`src/rtl/uart_tx_report.sv`:
```
// Renders a DATA_W-bit word as uppercase ASCII hex (MS nibble first), optionally followed by
// CR LF, and shifts the characters out 8N1 on uart_tx using an internal baud counter.
module uart_tx_report #(
  parameter int CLK_FRE    = 10,
  parameter int BAUD_RATE  = 115200,
  parameter int DATA_W     = 20,
  parameter int APPEND_EOL = 1
) (
  input  logic              clk,
  input  logic              rst,
  input  logic [DATA_W-1:0] tx_data,
  input  logic              tx_valid,
  output logic              tx_ready,
  output logic              uart_tx,
  output logic              busy,
  output logic              done
);
  localparam int CYCLE = CLK_FRE * 1_000_000 / BAUD_RATE;
  localparam int NCHAR = DATA_W / 4;
  localparam int LAST  = (APPEND_EOL != 0) ? NCHAR + 1 : NCHAR - 1;
  localparam int IDX_W = $clog2(NCHAR + 2);
  localparam int CNT_W = (CYCLE > 1) ? $clog2(CYCLE) : 1;

  typedef enum logic [1:0] {S_IDLE, S_START, S_DATA, S_STOP} state_t;

  state_t            r_state;
  state_t            w_state_nxt;
  logic [CNT_W-1:0]  r_baud_cnt;
  logic [2:0]        r_bit_cnt;
  logic [IDX_W-1:0]  r_char_idx;
  logic [DATA_W-1:0] r_shadow;
  logic [7:0]        r_shift;
  logic [7:0]        w_char;
  logic [3:0]        w_nib;
  logic              r_tx;
  logic              r_ready;
  logic              r_busy;
  logic              r_done;
  logic              w_tx;
  logic              w_done;
  logic              w_accept;
  logic              w_baud_end;
  logic              w_last;

  function automatic logic [7:0] hex_ascii(input logic [3:0] nib);
    return (nib < 4'd10) ? (8'h30 + {4'h0, nib}) : (8'h37 + {4'h0, nib});
  endfunction

  assign w_accept   = tx_valid & r_ready & (r_state == S_IDLE);
  assign w_baud_end = (r_baud_cnt == CNT_W'(CYCLE - 1));
  assign w_last     = (r_char_idx == IDX_W'(LAST));

  always_comb begin
    w_nib = 4'h0;
    for (int i = 0; i < NCHAR; i++) begin
      if (r_char_idx == IDX_W'(i)) w_nib = r_shadow[DATA_W-1-4*i -: 4];
    end
    if (r_char_idx < IDX_W'(NCHAR))       w_char = hex_ascii(w_nib);
    else if (r_char_idx == IDX_W'(NCHAR)) w_char = 8'h0D;
    else                                  w_char = 8'h0A;
  end

  always_comb begin
    w_state_nxt = r_state;
    w_tx        = 1'b1;
    w_done      = 1'b0;
    case (r_state)
      S_IDLE: begin
        if (w_accept) w_state_nxt = S_START;
      end
      S_START: begin
        w_tx = 1'b0;
        if (w_baud_end) w_state_nxt = S_DATA;
      end
      S_DATA: begin
        w_tx = r_shift[0];
        if (w_baud_end && (r_bit_cnt == 3'd7)) w_state_nxt = S_STOP;
      end
      S_STOP: begin
        if (w_baud_end) begin
          if (w_last) begin
            w_state_nxt = S_IDLE;
            w_done      = 1'b1;
          end else begin
            w_state_nxt = S_START;
          end
        end
      end
      default: w_state_nxt = S_IDLE;
    endcase
  end

  always_ff @(posedge clk) begin
    if (rst) r_state <= S_IDLE;
    else     r_state <= w_state_nxt;
  end

  // Line level follows the current state one clock later, so the start bit lags accept by one edge.
  always_ff @(posedge clk) begin
    if (rst) begin
      r_tx    <= 1'b1;
      r_ready <= 1'b0;
      r_busy  <= 1'b0;
      r_done  <= 1'b0;
    end else begin
      r_tx    <= w_tx;
      r_ready <= (w_state_nxt == S_IDLE);
      r_busy  <= (w_state_nxt != S_IDLE);
      r_done  <= w_done;
    end
  end

  always_ff @(posedge clk) begin
    if (rst) begin
      r_baud_cnt <= '0;
      r_bit_cnt  <= '0;
      r_char_idx <= '0;
      r_shadow   <= '0;
    end else begin
      if ((r_state == S_IDLE) || w_baud_end) r_baud_cnt <= '0;
      else                                   r_baud_cnt <= r_baud_cnt + 1'b1;
      case (r_state)
        S_IDLE: begin
          if (w_accept) begin
            r_shadow   <= tx_data;
            r_char_idx <= '0;
          end
        end
        S_START: begin
          if (w_baud_end) r_bit_cnt <= '0;
        end
        S_DATA: begin
          if (w_baud_end) r_bit_cnt <= r_bit_cnt + 3'd1;
        end
        S_STOP: begin
          if (w_baud_end && !w_last) r_char_idx <= r_char_idx + 1'b1;
        end
        default: ;
      endcase
    end
  end

  always_ff @(posedge clk) begin
    if ((r_state == S_START) && w_baud_end)     r_shift <= w_char;
    else if ((r_state == S_DATA) && w_baud_end) r_shift <= {1'b0, r_shift[7:1]};
  end

  assign tx_ready = r_ready;
  assign uart_tx  = r_tx;
  assign busy     = r_busy;
  assign done     = r_done;

endmodule

```
`config.mk`:
```
export PLATFORM = sky130hd
export DESIGN_NAME = uart_tx_report
export DESIGN_NICKNAME = d
export VERILOG_FILES = /design/src/rtl/uart_tx_report.sv
export SDC_FILE = /design/constraint.sdc
export NUM_CORES = 1
export LEC_CHECK = 0
export ABC_AREA = 1
export CAP_MARGIN = 10
export CORE_ASPECT_RATIO = 1.1
export CORE_MARGIN = 1.5
export CORE_UTILIZATION = 60
export CTS_CLUSTER_DIAMETER = 60
export DETAILED_ROUTE_END_ITERATION = 7
export DONT_BUFFER_PORTS = 1
export HOLD_SLACK_MARGIN = 0.05
export PLACE_DENSITY = 0.8
export RECOVER_POWER = 100
export SLEW_MARGIN = 20
export SYNTH_ARGS = -nofsm -noshare
export SYNTH_HDL_FRONTEND = slang
export SYNTH_SLANG_ARGS = --single-unit
```
`constraint.sdc`:
```
create_clock -name clk -period 2.6 [get_ports clk]
set_input_delay 0.13 -clock clk [delete_from_list [all_inputs] [get_ports clk]]
set_output_delay 0.13 -clock clk [all_outputs]
set_load 0.01 [all_outputs]
```
==> results of run 1 <==
## kinds of logic after synthesis
| family | synth area share, % |
|---|---|
| AO/OA/AOI/OAI | 12.65 |
| AND/OR/NAND/NOR | 30.35 |
| XOR/XNOR | 1.140 |
| adder cells (fa/ha/maj) | 5.429 |
| flip-flops | 43.00 |
| buffers and inverters | 7.437 |
## flip-flops by register name, indices dropped and copies added (netlist names)
register and flops:
busy 1, done 1, r_baud_cnt 7, r_bit_cnt 3
r_char_idx 3, r_shadow 20, r_shift 7, r_state 2
tx_ready 1, uart_tx 1
## worst register-to-register path: cells and delay by family (launching register included)
| family | cells | cell delay, ns |
|---|---|---|
| AND/OR/NAND/NOR | 4 | 1.03 |
| buffers and inverters | 2 | 0.74 |
| flip-flops | 1 | 0.37 |
## repair_timing
item,CTS,global route
setup endpoints to repair,0,0
endpoints found under the hold margin,28,0
hold buffers,21,0
## Yosys cell counts
cell	number
nor2_1	59
nand2_1	53
dfxtp_1	39
inv_1	31
o21ai_0	24
nand3_1	13
a21oi_1	11
ha_1	10
edfxtp_1	7
nand2_2	7
inv_2	6
nor3_1	4
a21oi_2	3
a21oi_4	3
clkbuf_1	3
nand3_2	3
nand4_1	3
nor2_2	3
o21ai_1	3
or2_2	3
buf_1	2
nand2_4	2
o21ai_2	2
xor2_1	2
a2bb2oi_1	1
buf_2	1
clkinv_1	1
clkinv_2	1
nand3b_1	1
nor2_4	1
nor3_2	1
nor3b_2	1
xnor2_1	1
## layout make-up
class                           count  area, um^2  share of cell area, %
Multi-Input combinational cell    214        1115                  42.37
Sequential cell                    46       991.0                  37.66
Timing Repair Buffer               23       221.5                  8.417
Inverter                           39       147.6                  5.611
Clock buffer                        6       82.58                  3.138
Tap cell                           50       62.56                  2.378
Clock inverter                      2       11.26                 0.4280
## per-layer routing
| metal | up-vias | part of all wire [%] | global-route usage [%] |
|---|---|---|---|
| met5 | - | 0 | 0 |
| met3 | 4 | 3.1 | 5.482 |
| met4 | 0 | 1.3 | 6.383 |
| met2 | 43 | 53 | 45.70 |
| met1 | 885 | 43 | 27.01 |
| li1 | 1016 | - | - |
## how the worst min path moves through the flow
stage	start	to	slack [ns]	depth (start not counted)
after floorplan	tx_data[0]	r_shadow[0]	0.30	2
after global placement	rst	r_bit_cnt[2]	0.20	1
after detailed placement	rst	r_char_idx[1]	0.20	1
after CTS	rst	r_baud_cnt[5]	0.13	3
after global routing	rst	r_baud_cnt[1]	0.16	3
final	rst	r_baud_cnt[1]	0.13	3
## metrics by stage
stage          instances  total power [mW]  hold slack [ns]  setup slack, ns  utilization, %
6_report             380             1.407           0.1286           0.3950           72.00
5_1_grt              380             1.469           0.1588           0.1443           72.00
4_1_cts              380             1.418           0.1282           0.4185           72.85
3_5_place_dp         351            0.9407           0.2025           0.4399           64.53
3_3_place_gp         351            0.9366           0.2016           0.5116           64.53
2_1_floorplan        305            0.9120           0.2967           0.6232               -
## power breakdown
group	internal, mW	total (mW)	switching [mW]	leakage [nW]
logic	0.0736	0.179	0.106	0.698
registers	0.752	0.773	0.0207	0.358
clock network	0.215	0.455	0.240	0.0515
total	1.04	1.41	0.366	1.11
==> run_results.csv, run 1 <==
group,metric,value,unit
logic_synthesis,synth-warning-count,0,
worst_setup_path,crit_start,"r_state[1]",
timing,tightestPinTransition,0.8549,ns
placement,numPortBuffers,0,
timing,drv_slew,0,
clock_tree,cts_setup_buffers,0,
global_route,grtUsageTotal,24.43,%
layout,drive_above_1_share,10.91,%
worst_setup_path,path_buf_inv,2,
die,die_x,62.10,um
clock_tree,cts_made_buffers,5,
die,core_area,3655,um^2
worst_setup_path,reg2reg_depth,6,
placement,hpwlAfterDp,3000,um
timing,fin_skew,0.005170,ns
logic_synthesis,synth_cell_types,33,
status,outcome,"finished, final reports clean",
worst_setup_path,cpMostUsedCell,"nor2_1",
global_route,grt_overflow,0,
die,initial_core_util,63.06,%
route,drtIter0Drc,97,
worst_setup_path,slowest_delay,0.61,ns
clock_tree,clkSinkCount,46,
layout,layout_commonest_cell,"nor2_1",
timing,min_period_over_period,84.81,%
worst_setup_path,crit_type,"register to register",
layout,final_cell_mix,"61 x nor2_1, 53 x nand2_1, 39 x dfxtp_1",
route,wl,4604,um
route,vias_per_cell,5.126,
worst_setup_path,crit_path_start_kind,"register",
power,p_per_area,534.6,nW/um^2
logic_synthesis,synth_fp_nets,338,
layout,n_antenna_cell,0,
logic_synthesis,synth_top_area_share,33.88,%
timing,hold_viol,0,
worst_setup_path,crit_fanout,24,
logic_synthesis,synthTopCellsByArea,"dfxtp_1 34%, nor2_1 9.6%, edfxtp_1 9.1%",
logic_synthesis,synthesis.instances,305,
timing,fin_crit,2.205,ns
clock_tree,tritoncts,"yes",
clock_tree,ctsHtreeMaxLevel,2,
power,power_leakage,1.108,nW
logic_synthesis,ys_ff_latch,46,
global_route,antenna_found_initial,0,
worst_setup_path,slowest_stage,"nand3_1",
clock_tree,cts-root-buf,"clkbuf_8",
worst_setup_path,r2r_start,"r_state[1]",
worst_setup_path,cp.arrival,2.44,ns
route,drc_errors,0,
global_route,grt_max_degree,25,
worst_setup_path,endpoint_kind,"register",
die,dieArea,4222,um^2
die,pin_count,27,
worst_setup_path,r2r-end,"r_shadow[16]",
clock_tree,path_clk_slew,0.09,ns
clock_tree,cts_resized,0,
logic_synthesis,synth_top_area_cell,"dfxtp_1",
worst_setup_path,cp_top_family,"simple AND/OR/NAND/NOR gates",
logic_synthesis,syn_area,2305,um^2
worst_setup_path,worstPathRequired,2.83,ns
placement,placed_area,2359,um^2
global_route,grt_pass1_wl,7645,um
power,ir_worst_vdd,408.0,uV
layout,nets,362,
route,num_vias,1948,
clock_tree,cts_buffer_depth,2,
layout,design_area,2631,um^2
global_route,grt_pass1_vias,1883,
route,dr.pass1.iters,4,
worst_setup_path,crit_chain,"nor2_1 -> nand3_1 -> clkinv_1 -> clkbuf_1 -> nor2_1 -> nor2_1",
route,ant_nets,0,
worst_setup_path,worstSetupEndpoint,"r_shadow[16]",
worst_hold_path,hp-class,"primary input to register",
logic_synthesis,ys_seq_area_share,43.00,%
timing,relSlewSlack,42.84,%
die,fp.dieH,68,um
flow_run,cap_viol_max_count,0,
die,rows,23,
placement,gp_congestion,0.9030,
route,wire_per_inst,12.12,um
layout,area_growth,14.17,%
worst_setup_path,path_depth,6,
layout,fill_cells,313,
timing,setup_viol,0,
worst_setup_path,r2r_slack,0.39,ns
timing,max_freq,453.5,MHz
clock_tree,insertion_delay,0.30,ns
logic_synthesis,avgSynthCellArea,7.556,um^2
timing,rsz0062_at_grt,"no",
timing,fin_setup_tns,0,ns
Power figures use the tool's default switching activity.
==> run 2, diff against run 1 <==
--- a/config.mk
+++ b/config.mk
@@ -9,12 +9,12 @@
 export CAP_MARGIN = 10
 export CORE_ASPECT_RATIO = 1.1
 export CORE_MARGIN = 1.5
-export CORE_UTILIZATION = 60
+export CORE_UTILIZATION = 56
 export CTS_CLUSTER_DIAMETER = 60
 export DETAILED_ROUTE_END_ITERATION = 7
 export DONT_BUFFER_PORTS = 1
 export HOLD_SLACK_MARGIN = 0.05
-export PLACE_DENSITY = 0.8
+export PLACE_DENSITY = 0.78
 export RECOVER_POWER = 100
 export SLEW_MARGIN = 20
 export SYNTH_ARGS = -nofsm -noshare
==> constraint.sdc (replaced) <==
create_clock -name clk -period 2 [get_ports clk]
set_input_delay 0.1 -clock clk [delete_from_list [all_inputs] [get_ports clk]]
set_output_delay 0.1 -clock clk [all_outputs]
set_load 0.01 [all_outputs]
==> run_results.csv, run 2 (synthesis gave the netlist of run 1 again) <==
group,metric,value,unit
worst_setup_path,r2r_start,"r_char_idx[1]",
die,dieArea,4510,um^2
placement,gp_congestion,0.8526,
clock_tree,ctsHtreeMaxLevel,2,
worst_setup_path,endpoint_kind,"register",
timing,min_period_over_period,98.94,%
worst_setup_path,crit_start,"r_char_idx[1]",
worst_setup_path,r2r-end,"r_shift[1]",
timing,fin_skew,0.009243,ns
flow_run,cap_viol_max_count,0,
route,wire_per_inst,12.80,um
route,drc_errors,0,
die,initial_core_util,58.14,%
worst_setup_path,worstPathRequired,2.07,ns
layout,area_growth,25.95,%
timing,hold_viol,0,
worst_setup_path,crit_path_start_kind,"register",
route,dr.pass1.iters,4,
timing,rsz0062_at_grt,"yes",
timing,max_freq,505.3,MHz
worst_setup_path,cp_top_family,"simple AND/OR/NAND/NOR gates",
global_route,grtUsageTotal,23.78,%
timing,drv_slew,0,
worst_setup_path,slowest_stage,"dfxtp_4",
worst_setup_path,crit_chain,"inv_6 -> ha_4 -> buf_4 -> nor2_2 -> nand2_1 -> nand2_1 -> nand2_2 -> nand2_4 -> a21oi_4 -> ha_4 -> nand3b_1 -> nand3_1 -> nand2_1 -> nand2_1",
global_route,grt_pass1_vias,1972,
clock_tree,cts_buffer_depth,2,
worst_setup_path,cp.arrival,2.05,ns
clock_tree,path_clk_slew,0.09,ns
route,drtIter0Drc,140,
route,vias_per_cell,5.178,
worst_setup_path,crit_type,"register to register",
timing,setup_viol,0,
timing,hold_slack,0.1024,ns
worst_setup_path,cpMostUsedCell,"nand2_1",
worst_setup_path,reg2reg_depth,14,
power,ir_worst_vdd,528.7,uV
clock_tree,cts-root-buf,"clkbuf_8",
layout,final_core_util,73.23,%
die,pin_count,27,
layout,drive_above_1_share,22.58,%
die,rows,24,
layout,regMostFlops,"r_shadow",
global_route,grt_max_degree,26,
worst_setup_path,path_depth,14,
worst_hold_path,hp-class,"primary input to register",
placement,hpwlAfterDp,3264,um
route,num_vias,2035,
power,power_leakage,1.190,nW
die,die_x,64.17,um
placement,numPortBuffers,0,
worst_setup_path,crit_fanout,4,
power,fin_total_pwr,2.065,mW
placement,pre_cts_ws,-0.06499,ns
power,p_per_area,711.4,nW/um^2
layout,largest_register_ff_count,20,
worst_setup_path,path_buf_inv,2,
timing,tightestPinTransition,0.6187,ns
die,fp.dieH,70.29,um
layout,nets,373,
timing,relSlewSlack,58.71,%
clock_tree,tritoncts,"yes",
timing,fin_setup_tns,0,ns
clock_tree,cts_made_buffers,5,
clock_tree,insertion_delay,0.30,ns
status,outcome,"finished, final reports clean",
route,wl,5032,um
layout,final_cell_mix,"56 x nor2_1, 52 x nand2_1, 37 x dfxtp_1",
global_route,grt_pass1_wl,8335,um
global_route,grt_overflow,0,
route,ant_nets,0,
timing,fin_crit,1.979,ns
layout,layout_commonest_cell,"nor2_1",
die,core_area,3964,um^2
layout,largestRegisters,"r_shadow (20), r_baud_cnt (7), r_shift (7)",
global_route,antenna_found_initial,0,
layout,n_antenna_cell,0,
worst_setup_path,slowest_delay,0.40,ns
worst_setup_path,worstSetupEndpoint,"r_shift[1]",
clock_tree,clkSinkCount,46,
worst_setup_path,r2r_slack,0.02,ns
timing,fin_ws,0.02111,ns
run 2: cell count changes in the layout (fill, tap and decap cells not counted), moves of 3 or more:
cell,delta
inv_1,-8
buf_4,+11
inv_2,+6
ha_1,-6
o21ai_0,-3
nor2_2,+3
ha_4,+5
nor2_1,-5
run 2: worst min path at each step:
stage	startpoint	endpoint	slack, ns	cells past startpoint
2_1_floorplan	tx_data[0]	r_shadow[0]	0.27	2
3_3_place_gp	rst	r_bit_cnt[1]	0.17	1
6_report	rst	r_baud_cnt[1]	0.10	3
4_1_cts	rst	r_baud_cnt[1]	0.13	3
5_1_grt	rst	r_baud_cnt[5]	0.11	3
3_5_place_dp	rst	r_char_idx[1]	0.17	1
run 2: power breakdown:
group,total [mW],switching [mW],leakage (nW),internal (mW)
sequential,1.00,0.0262,0.360,0.975
combinational,0.260,0.150,0.761,0.110
clock,0.804,0.321,0.0696,0.483
total,2.07,0.497,1.19,1.57
run 2: timing repair:
item                                    4_1_cts  5_1_grt
endpoints found under the setup margin        5        6
gates resized for setup                       8       25
hold buffers                                 21        0
buffers inserted                              0        2
endpoints found under the hold margin        28        0
pin swaps                                     1       13
run 2: worst min-delay path: cells and delay by family:
family,cells,cell delay [ns]
simple gates,3,0.27
run 2: per-layer routing:
metal	part of all wire, %	GRT usage (%)	vias up
met5	0	0	-
met4	2.2	9.693	0
met3	3.7	5.958	10
met2	53	43.06	47
met1	41	26.10	934
li1	-	-	1044
run 2: final cells by class:
class / instances / area [um^2]
clock buffer: 7 / 107.6
clock inverter: 1 / 30.03
fill: 320 / 1061
inverter: 39 / 157.7
multi-input combinational: 214 / 1239
sequential: 46 / 998.5
tap: 52 / 65.06
timing repair buffer: 34 / 305.3
run 2: through the flow:
step           area (um^2)  instances
6_report              2903        393
2_1_floorplan         2305        305
4_1_cts               2789        391
5_1_grt               2903        393
3_3_place_gp          2429        362
3_5_place_dp          2429        362
==> run 3, diff against run 2 <==
--- a/config.mk
+++ b/config.mk
@@ -5,7 +5,6 @@
 export SDC_FILE = /design/constraint.sdc
 export NUM_CORES = 1
 export LEC_CHECK = 0
-export ABC_AREA = 1
 export CAP_MARGIN = 10
 export CORE_ASPECT_RATIO = 1.1
 export CORE_MARGIN = 1.5
==> run_results.csv, run 3 <==
group,metric,value,unit
logic_synthesis,synthTopCellsByArea,"dfxtp_1 36%, nand2_1 11%, edfxtp_1 9.6%",
logic_synthesis,synth_cell_types,42,
worst_setup_path,crit_path_start_kind,"register",
timing,fin_setup_tns,-0.2389,ns
power,p_switching,0.4027,mW
power,pwr-share-seq,54.8,%
route,ant_nets,0,
route,vias_per_cell,5.417,
worst_setup_path,r2r_start,"r_char_idx[1]",
placement,gp_congestion,0.8138,
logic_synthesis,ys_seq_area_share,45.39,%
die,initial_core_util,59.27,%
worst_setup_path,cp.arrival,2.13,ns
timing,setup_viol,4,
die,rows,23,
layout,regMostFlops,"r_shadow",
global_route,grt_util_met1,29.15,%
route,drc_errors,0,
worst_setup_path,worstPathRequired,2.05,ns
global_route,antenna_found_initial,0,
timing,tightestPinTransition,0.4109,ns
placement,pre_cts_ws,-0.1256,ns
flow_run,cap_viol_max_count,0,
die,fp.dieH,68.49,um
worst_setup_path,crit_start,"r_char_idx[1]",
clock_tree,insertion_delay,0.29,ns
layout,largestRegisters,"r_shadow (20), r_baud_cnt (7), r_shift (7)",
route,dr.pass1.iters,4,
status,outcome,"complete, but fails checks",
logic_synthesis,synthTopCellsByCount,"62 x nand2_1, 39 x dfxtp_1, 34 x a21oi_1",
layout,area_growth,34.44,%
logic_synthesis,ys.flop_type,"dfxtp_1",
route,num_vias,1950,
timing,min_period_over_period,103.9,%
logic_synthesis,syn_area,2183,um^2
worst_hold_path,hold_start,"rst",
worst_setup_path,crit_type,"register to register",
layout,layout_commonest_cell,"nand2_1",
logic_synthesis,synth_top_area_share,35.76,%
global_route,grtUsageTotal,24.83,%
logic_synthesis,ys_ff_latch,46,
layout,n_antenna_cell,0,
global_route,grt_max_degree,33,
clock_tree,ctsHtreeMaxLevel,2,
logic_synthesis,synth_xor_area_share,2.407,%
placement,hpwlAfterDp,3216,um
logic_synthesis,synth_edf_count,7,
layout,nets,343,
timing,hold_slack,0.06414,ns
timing,drv_slew,0,
die,dieArea,4283,um^2
timing,hold_viol,0,
layout,drive_above_1_share,22.26,%
global_route,grt_pass1_wl,8231,um
logic_synthesis,synth_fp_nets,296,
worst_setup_path,reg2reg_depth,8,
power,ir_worst_vdd,547.8,uV
logic_synthesis,yosysMostFrequentCell,"nand2_1",
timing,rsz0062_at_grt,"yes",
power,pwr-share-comb,9.3,%
global_route,gr-usage-met3,5.099,%
logic_synthesis,async_flop_share,0,%
logic_synthesis,synth-compound-area-share,17.94,%
clock_tree,cts_made_buffers,5,
layout,final_core_util,79.69,%
die,core_area,3684,um^2
placement,numPortBuffers,0,
worst_setup_path,endpoint_kind,"register",
route,drtIter0Drc,110,
worst_hold_path,hold_end,"busy",
worst_setup_path,crit_fanout,8,
placement,placed_area,2500,um^2
layout,fill_cells,254,
global_route,grt_overflow,0,
power,p_per_area,610.1,nW/um^2
global_route,met2_usage,45.43,%
worst_hold_path,hp-class,"primary input to register",
layout,design_area,2935,um^2
timing,fin_crit,2.079,ns
clock_tree,cts-root-buf,"clkbuf_8",
clock_tree,cts_buffer_depth,2,
logic_synthesis,synthesis.instances,263,
power,pwr-share-clk,36.0,%
timing,max_freq,481.1,MHz
power,swShare,22.49,%
timing,fin_skew,0.004301,ns
worst_setup_path,r2r-end,"r_shift[2]",
clock_tree,path_clk_slew,0.08,ns
route,wl,5013,um
timing,fin_ws,-0.07853,ns
logic_synthesis,synth-simple-area-share,22.92,%
clock_tree,clkSinkCount,46,
logic_synthesis,synth_fa_ha_area_share,5.731,%
logic_synthesis,synth-warning-count,0,
timing,relSlewSlack,72.31,%
logic_synthesis,synthMuxAreaShare,1.547,%
layout,final_cell_mix,"61 x nand2_1, 37 x dfxtp_1, 29 x a21oi_1",
global_route,grt.busiest_layer,"met2",
die,die_x,62.54,um
power,power_leakage,1.059,nW
logic_synthesis,synth_top_area_cell,"dfxtp_1",
global_route,grt_pass1_vias,1891,
layout,largest_register_ff_count,20,
logic_synthesis,avgSynthCellArea,8.302,um^2
worst_setup_path,r2r_slack,-0.08,ns
status,violations,"negative setup slack",
logic_synthesis,synth_top_family_by_area,"simple AND/OR/NAND/NOR gates",
power,p_int,1.388,mW
die,pin_count,27,
clock_tree,tritoncts,"yes",
route,wire_per_inst,13.93,um
worst_hold_path,holdPathStages,2,
run 3: cell types whose count changed in the layout (fill, tap and decap cells not counted), moves of 6 or more:
cell	previous run	this run
a21oi_1	11	29
nand3_1	12	6
nor2_1	56	23
inv_1	24	7
inv_2	10	0
buf_4	12	23
nand2_2	8	0
o21ai_0	24	7
nand2_1	52	61
run 3: what timing repair did:
item	CTS	global route
hold buffers	21	0
buffers inserted	1	3
endpoints found under the setup margin	7	9
pin swaps	5	8
resized for setup	8	14
hold endpoints to repair	32	0
run 3: area by class of cell:
type / count / area [um^2] / area share (%)
Clock buffer: 7 / 107.6 / 3.666
Inverter: 9 / 38.79 / 1.321
Multi-Input combinational cell: 195 / 1280 / 43.61
Sequential cell: 46 / 998.5 / 34.02
Tap cell: 50 / 62.56 / 2.131
Timing Repair Buffer: 53 / 447.9 / 15.26
run 3: routing by layer:
metal | wire (um) | vias up
met4 | 55 | 0
li1 | - | 992
met3 | 191 | 4
met1 | 2122 | 919
met2 | 2643 | 35
met5 | 0 | -
run 3: kinds of logic (layout without fill, tap and decap cells):
family | count (synthesis) | in the layout
AOI/OAI and AO/OA | 65 | 65
and+or+nand+nor | 111 | 111
muxes | 3 | 3
DFF | 46 | 46
adders and majority gates | 10 | 10
buffers and inverters | 22 | 69
xor gates and xnor gates | 6 | 6
run 3: power groups by stage:
stage	Clock (mW)	Combinational [mW]	Sequential, mW
2_1_floorplan	0	0.0906	0.997
3_3_place_gp	0	0.108	1.00
3_5_place_dp	0	0.113	1.00
4_1_cts	0.656	0.160	0.979
5_1_grt	0.695	0.181	0.984
6_report	0.645	0.166	0.981
run 3: worst max path at each step:
stage	slack, ns	to	cells after the start
floorplan	-0.01	r_shift[2]	9
global placement	-0.09	r_shift[1]	7
detailed placement	-0.13	r_shift[0]	8
CTS	-0.09	r_shift[2]	8
global route	-0.17	r_shift[2]	8
finish	-0.08	r_shift[2]	8
run 3: critical path, cell delays in order (launching register included):
cell and delay [ns]:
dfxtp_4 0.41, inv_4 0.06, ha_4 0.19, a21oi_4 0.17, o21ai_4 0.09, a221oi_4 0.39
ha_4 0.20, a21oi_2 0.05, o31a_1 0.28
run 3: metrics by stage:
step	instances	power, mW
finish	360	1.791
global placement	328	1.108
global route	360	1.861
floorplan	263	1.087
CTS	357	1.795
detailed placement	328	1.114
